`config.mk`:
```
export PLATFORM = sky130hd
export DESIGN_NAME = axis_video_pattern_gen
export DESIGN_NICKNAME = d
export VERILOG_FILES = /design/src/rtl/axis_vid_pkg.sv /design/src/rtl/video_pattern_pixel.sv /design/src/rtl/axis_video_pattern_gen.sv
export SDC_FILE = /design/constraint.sdc
export NUM_CORES = 1
export LEC_CHECK = 0
export CORE_MARGIN = 3
export CORE_UTILIZATION = 40
export DETAILED_ROUTE_END_ITERATION = 8
export PLACE_DENSITY_LB_ADDON = 0.15
export SLEW_MARGIN = 20
export SYNTH_ARGS = -nofsm -noshare
export SYNTH_HDL_FRONTEND = slang
export SYNTH_SLANG_ARGS = --single-unit
```
`constraint.sdc`:
```
create_clock -name aclk -period 4.6 [get_ports aclk]
set_input_delay 0.92 -clock aclk [delete_from_list [all_inputs] [get_ports aclk]]
set_output_delay 0.92 -clock aclk [all_outputs]
set_load 0.005 [all_outputs]
```
`src/rtl/axis_vid_pkg.sv`:
```
// Shared types and constants for the AXI4-Stream video pattern generator.
//   mode_e  : pattern select (solid, colour bars, ramp, checker)
//   state_e : generator FSM state
//   pixel_t : packed {c2, c1, c0} pixel, COMP_W bits per component
package axis_vid_pkg;

  localparam int unsigned COMP_W = 10;
  localparam int unsigned CNT_W  = 16;  // width of the x/y beat counters

  typedef enum logic [1:0] {
    ModeSolid   = 2'd0,
    ModeBars    = 2'd1,
    ModeRamp    = 2'd2,
    ModeChecker = 2'd3
  } mode_e;

  typedef enum logic [1:0] {
    StIdle   = 2'd0,
    StActive = 2'd1,
    StGap    = 2'd2
  } state_e;

  typedef struct packed {
    logic [COMP_W-1:0] c2;
    logic [COMP_W-1:0] c1;
    logic [COMP_W-1:0] c0;
  } pixel_t;

endpackage

```
`src/rtl/video_pattern_pixel.sv`:
```
// Combinational pixel generator: maps beat coordinates, pattern mode and the
// solid colour to one pixel.
//   i_x, i_y  : pixel column / line
//   i_mode    : pattern select
//   i_color   : solid colour {c2,c1,c0}
//   o_pixel   : resulting pixel
module video_pattern_pixel
  import axis_vid_pkg::*;
#(
  parameter int unsigned BAR_SHIFT = 5
) (
  input  logic [CNT_W-1:0] i_x,
  input  logic [CNT_W-1:0] i_y,
  input  mode_e            i_mode,
  input  pixel_t           i_color,
  output pixel_t           o_pixel
);

  // x and y divided by the tile width; bit 0 is the tile parity, [2:0] the bar index
  logic [CNT_W-1:0] w_xs;
  logic [CNT_W-1:0] w_ys;
  logic             w_chk;

  assign w_xs  = i_x >> BAR_SHIFT;
  assign w_ys  = i_y >> BAR_SHIFT;
  assign w_chk = w_xs[0] ^ w_ys[0];

  always_comb begin
    o_pixel = '0;
    case (i_mode)
      ModeSolid: o_pixel = i_color;
      ModeBars: begin
        o_pixel.c0 = {COMP_W{w_xs[0]}};
        o_pixel.c1 = {COMP_W{w_xs[1]}};
        o_pixel.c2 = {COMP_W{w_xs[2]}};
      end
      ModeRamp: begin
        o_pixel.c0 = i_x[COMP_W-1:0];
        o_pixel.c1 = i_x[COMP_W-1:0];
        o_pixel.c2 = i_x[COMP_W-1:0];
      end
      ModeChecker: begin
        o_pixel.c0 = {COMP_W{w_chk}};
        o_pixel.c1 = {COMP_W{w_chk}};
        o_pixel.c2 = {COMP_W{w_chk}};
      end
      default: o_pixel = '0;
    endcase
  end

endmodule

```
`src/rtl/axis_video_pattern_gen.sv`:
```
// AXI4-Stream video test-pattern generator. Emits frames of V_ACTIVE lines of
// H_ACTIVE beats, with H_GAP idle cycles after each line.
//   aclk, areset (async, active-high), aclken (clock enable)
//   enable_in     : keep generating frames while high (checked at frame start)
//   mode_in       : pattern, latched at each frame start
//   color_in      : solid colour, sampled per beat
//   m_axis_video_*: AXI4-Stream master (tuser = SOF, tlast = EOL)
//   busy_out      : FSM not idle
//   frame_count_out: completed frames, wrapping
module axis_video_pattern_gen
  import axis_vid_pkg::*;
#(
  parameter int unsigned H_ACTIVE  = 1920,
  parameter int unsigned V_ACTIVE  = 1080,
  parameter int unsigned H_GAP     = 4,
  parameter int unsigned BAR_SHIFT = 5
) (
  input  logic        aclk,
  input  logic        areset,
  input  logic        aclken,
  input  logic        enable_in,
  input  logic [1:0]  mode_in,
  input  logic [29:0] color_in,
  output logic [63:0] m_axis_video_tdata_out,
  output logic        m_axis_video_tvalid_out,
  input  logic        m_axis_video_tready_in,
  output logic        m_axis_video_tuser_out,
  output logic        m_axis_video_tlast_out,
  output logic        busy_out,
  output logic [15:0] frame_count_out
);

  localparam logic [CNT_W-1:0] X_LAST   = CNT_W'(H_ACTIVE - 1);
  localparam logic [CNT_W-1:0] Y_LAST   = CNT_W'(V_ACTIVE - 1);
  localparam logic [CNT_W-1:0] GAP_LAST = CNT_W'((H_GAP > 0) ? H_GAP - 1 : 0);
  localparam bit               HAS_GAP  = (H_GAP > 0);

  state_e           r_state, w_state_d;
  logic [CNT_W-1:0] r_x, w_x_d;
  logic [CNT_W-1:0] r_y, w_y_d;
  mode_e            r_mode, w_mode_d;
  logic [CNT_W-1:0] r_gap_cnt, w_gap_cnt_d;
  logic             r_eof, w_eof_d;  // the gap being served closes a frame
  logic [15:0]      r_frame_cnt, w_frame_cnt_d;
  logic             r_tvalid, w_tvalid_d;
  logic [63:0]      r_tdata;
  logic             r_tuser, r_tlast, r_busy;
  logic             w_xfer, w_load;
  pixel_t           w_pixel;

  assign w_xfer = r_tvalid & m_axis_video_tready_in & aclken;

  // The output registers always hold the beat at (r_x, r_y); a new beat is
  // computed from the next-state coordinates whenever w_load is set.
  always_comb begin
    w_state_d     = r_state;
    w_x_d         = r_x;
    w_y_d         = r_y;
    w_mode_d      = r_mode;
    w_gap_cnt_d   = r_gap_cnt;
    w_eof_d       = r_eof;
    w_frame_cnt_d = r_frame_cnt;
    w_tvalid_d    = r_tvalid;
    w_load        = 1'b0;
    if (aclken) begin
      case (r_state)
        StIdle: begin
          if (enable_in) begin
            w_state_d = StActive;
            w_x_d     = '0;
            w_y_d     = '0;
            w_mode_d  = mode_e'(mode_in);
            w_load    = 1'b1;
          end
        end
        StActive: begin
          if (w_xfer) begin
            if (r_x == X_LAST) begin
              w_x_d   = '0;
              w_eof_d = (r_y == Y_LAST);
              w_y_d   = w_eof_d ? '0 : r_y + 1'b1;
              if (w_eof_d) w_frame_cnt_d = r_frame_cnt + 1'b1;
              if (HAS_GAP) begin
                w_state_d   = StGap;
                w_gap_cnt_d = '0;
                w_tvalid_d  = 1'b0;
              end else if (w_eof_d && !enable_in) begin
                w_state_d  = StIdle;
                w_tvalid_d = 1'b0;
              end else begin
                w_load = 1'b1;
                if (w_eof_d) w_mode_d = mode_e'(mode_in);
              end
            end else begin
              w_x_d  = r_x + 1'b1;
              w_load = 1'b1;
            end
          end
        end
        StGap: begin
          if (r_gap_cnt == GAP_LAST) begin
            if (r_eof && !enable_in) begin
              w_state_d = StIdle;
            end else begin
              w_state_d = StActive;
              w_load    = 1'b1;
              if (r_eof) w_mode_d = mode_e'(mode_in);
            end
          end else begin
            w_gap_cnt_d = r_gap_cnt + 1'b1;
          end
        end
        default: w_state_d = StIdle;
      endcase
    end
    if (w_load) w_tvalid_d = 1'b1;
  end

  video_pattern_pixel #(
    .BAR_SHIFT(BAR_SHIFT)
  ) u_pixel (
    .i_x    (w_x_d),
    .i_y    (w_y_d),
    .i_mode (w_mode_d),
    .i_color(pixel_t'(color_in)),
    .o_pixel(w_pixel)
  );

  always_ff @(posedge aclk or posedge areset) begin
    if (areset) begin
      r_state     <= StIdle;
      r_x         <= '0;
      r_y         <= '0;
      r_mode      <= ModeSolid;
      r_gap_cnt   <= '0;
      r_eof       <= 1'b0;
      r_frame_cnt <= '0;
      r_tvalid    <= 1'b0;
      r_tdata     <= '0;
      r_tuser     <= 1'b0;
      r_tlast     <= 1'b0;
      r_busy      <= 1'b0;
    end else begin
      r_state     <= w_state_d;
      r_x         <= w_x_d;
      r_y         <= w_y_d;
      r_mode      <= w_mode_d;
      r_gap_cnt   <= w_gap_cnt_d;
      r_eof       <= w_eof_d;
      r_frame_cnt <= w_frame_cnt_d;
      r_tvalid    <= w_tvalid_d;
      r_busy      <= (w_state_d != StIdle);
      if (w_load) begin
        r_tdata <= {{(64 - 3 * COMP_W){1'b0}}, w_pixel};
        r_tuser <= (w_x_d == '0) && (w_y_d == '0);
        r_tlast <= (w_x_d == X_LAST);
      end
    end
  end

  assign m_axis_video_tdata_out  = r_tdata;
  assign m_axis_video_tvalid_out = r_tvalid;
  assign m_axis_video_tuser_out  = r_tuser;
  assign m_axis_video_tlast_out  = r_tlast;
  assign busy_out                = r_busy;
  assign frame_count_out         = r_frame_cnt;

endmodule
```
==> flow_metrics.py <==
metrics = {
    "global_routing": {
        "grt_pass1_wl_mm": 24.1,
        "gr-total-overflow": 0,
        "grt_max_degree": 80,
        "grt_use_total": 0.202,
        "grt_pass1_vias": 4694,
        "antenna_found_initial": 0,
    },
    "die": {
        "die_height_um": 123,
        "coreArea_um2": 13300,
        "initial_core_util": 0.411,
        "io_pins": 121,
        "num_rows": 42,
        "die-area_um2": 15200,
        "floorplan.die.width_um": 123,
    },
    "min_path": {
        "hold_path.class": "flop to flop",
    },
    "clock_tree": {
        "clk_latency_ns": 0.35,
        "path_clk_slew_ns": 0.08,
        "clockBufferDepth": 2,
        "ctsResizeCount": 0,
        "holdBufCountCts": 0,
        "cts-buffers-inserted": 9,
        "ctsRootBufferMaster": "clkbuf_16",
        "htreeDepth": 3,
        "post_cts_buffers": 0,
        "clock-sinks": 103,
        "cts_tree": "yes",
    },
    "route": {
        "first_pass_iters": 5,
        "vias_per_cell": 5.69,
        "wire_per_inst_um": 17.4,
        "vias": 4907,
        "ant_nets": 0,
        "drc": 0,
        "drt-initial-drc-count": 388,
        "routed_wl_mm": 15.1,
    },
    "setup_path": {
        "rrSetupSlack_ns": 1.15,
        "end_kind": "flop",
        "crit_type": "input port to flop",
        "cp.required_ns": 4.86,
        "cp.buffers_inverters": 1,
        "crit_fanout": 12,
        "max_stage_delay_ns": 0.69,
        "cp_top_family": "simple AND/OR/NAND/NOR gates",
        "cp-start-kind": "input port",
        "path_cells": "clkdlybuf4s50_1 > nand3_1 > nor2_1 > a21oi_1 > o21ai_0 > nand2_1 > or4_1 > or3_1 > o41ai_2",
        "worstPathArrival_ns": 4.05,
        "crit_path_top_delay_cell": "clkdlybuf4s50_1",
    },
    "sta": {
        "rsz0062_at_grt": "no",
        "holdWs_ns": 0.469,
        "worst_slew_pin_slew_ns": 0.924,
        "period_needed_ns": 3.79,
        "hold_violations": 0,
        "final-setup-viol-count": 0,
        "maxSlewHeadroom": 0.384,
        "slew_viol_final": 0,
        "finalCritPeriodShare": 0.823,
        "setup_tns_ns": 0,
        "fmax_mhz": 264,
        "skew_ns": 0.00996,
    },
    "logic_synthesis": {
        "synth_seq_area_share": 0.470,
        "synth_top_area_cell": "dfrtp_1",
        "synth.area.top_cells": "dfrtp_1 47%, a21oi_1 4.7%, buf_4 4.7%, nand2_1 4.4%, o22ai_1 3.3%",
        "synth.cell_area_um2": 5490,
        "synth.distinct_cells": 61,
        "synth_ff_type": "dfrtp_1",
        "synthCells": 599,
        "async_flop_share": 1.00,
        "ys_warn_count": 0,
        "synth_top_area_share": 0.470,
        "ys_ff_latch": 103,
        "syn_area_per_cell_um2": 9.16,
        "synth_edf_count": 0,
    },
    "layout": {
        "layout.cells.most_common": "dfrtp_1",
        "drive_above_1_share": 0.0611,
        "fillCellCount": 1258,
        "stdcell_count": 863,
        "fin_nets": 723,
        "fin_area_um2": 6770,
        "num_antenna_cells": 0,
        "layout_common_cells": "103 x dfrtp_1, 86 x clkdlybuf4s50_1, 64 x nand2_1, 51 x a21oi_1, 43 x nor2_1",
        "syn2layout_area_growth_pct": 23.3,
    },
    "pwr": {
        "irDropWorstVdd_uv": 231,
        "powerDensity_nw_per_um2": 436,
        "cellLeakagePower_nw": 2.85,
        "power_w": 0.00295,
    },
    "place": {
        "place_inst": 847,
        "dpl_cell_area_um2": 6430,
        "io_buffers": 86,
        "gp_congestion": 0.920,
        "dp_hpwl_mm": 10.9,
    },
    "run": {
        "drv_cap": 0,
    },
    "status": {
        "status": "complete, no violations",
    },
}
-- routing by layer --
layer  track usage  routed length, um  vias up  part of all wire
met4         0.102                467        0             0.031
met1         0.281               6610     2355              0.44
met3        0.0389                918       34             0.061
met2         0.301               7060      223              0.47
li1              -                  -     2295                 -
met5             0                  0        -                 0
-- layout make-up --
cell class	instances	area, um2	area share
well taps	176	220	0.0325
clock inverters	7	111	0.0165
clock buffers	9	225	0.0333
multi-input cells	457	2640	0.390
repair buffers	95	928	0.137
flip-flops and latches	103	2580	0.381
inverters	16	65.1	0.00961
-- metrics by stage --
step	setup slack, ns	utilization
global placement	0.233	0.481
CTS	0.865	0.507
floorplan	0.976	-
global route	0.456	0.507
finish	0.812	0.507
detailed placement	0.474	0.481
-- Yosys cell counts, types with 3 or more instances --
| cell type | n |
|---|---|
| o31ai_1 | 3 |
| or2_2 | 3 |
| nor4b_1 | 3 |
| a21o_1 | 5 |
| mux2i_1 | 4 |
| or4_1 | 5 |
| nand3_1 | 27 |
| dfrtp_1 | 103 |
| a31oi_1 | 10 |
| clkbuf_1 | 21 |
| nor3_1 | 12 |
| xor2_1 | 13 |
| and3_1 | 15 |
| nand4_1 | 19 |
| a21oi_1 | 51 |
| o22ai_1 | 29 |
| nor2_1 | 44 |
| ha_1 | 4 |
| nor4_1 | 9 |
| nand2_1 | 64 |
| o211ai_1 | 3 |
| buf_4 | 34 |
| o311ai_0 | 5 |
| o21ai_0 | 27 |
| xnor2_1 | 16 |
| o21ai_1 | 3 |
| or3_1 | 10 |
| inv_1 | 16 |
-- worst paths after layout --
kind                                      from                    endpoint  cells after the start
max                                     aclken      m_axis_video_tuser_out                      9
min                        frame_count_out[15]         frame_count_out[15]                      1
max reg2reg                             r_y[6]      m_axis_video_tuser_out                      8
min reg2reg                frame_count_out[15]         frame_count_out[15]                      1
max in group asynchronous               areset  m_axis_video_tdata_out[29]                      3
min in group asynchronous               areset   m_axis_video_tdata_out[7]                      2
-- report_power, final --
part | switching, W | internal, W | total [W]
sequential | 0.000135 | 0.00108 | 0.00122
clock | 0.000369 | 0.000490 | 0.000858
combinational | 0.000413 | 0.000464 | 0.000877
-- kinds of logic (layout without fill, tap and decap cells) --
group,Yosys count,in the layout,synth area share
adder cells (fa/ha/maj),4,4,0.00912
AO/OA/AOI/OAI,154,154,0.172
buffers and inverters,72,127,0.0739
multiplexers,5,5,0.00935
flip-flops,103,103,0.470
XOR/XNOR,29,29,0.0463
other,1,34,0.000683
AND/OR/NAND/NOR,231,231,0.219
-- registers in the layout, indices dropped and copies added, names as in the netlist, 2 cells and up --
name and count:
r_x 16, r_state 2, r_mode 2, m_axis_video_tdata_out 30, r_y 16, r_gap_cnt 16
frame_count_out 16
No activity file was read; power rests on OpenSTA's default activity.
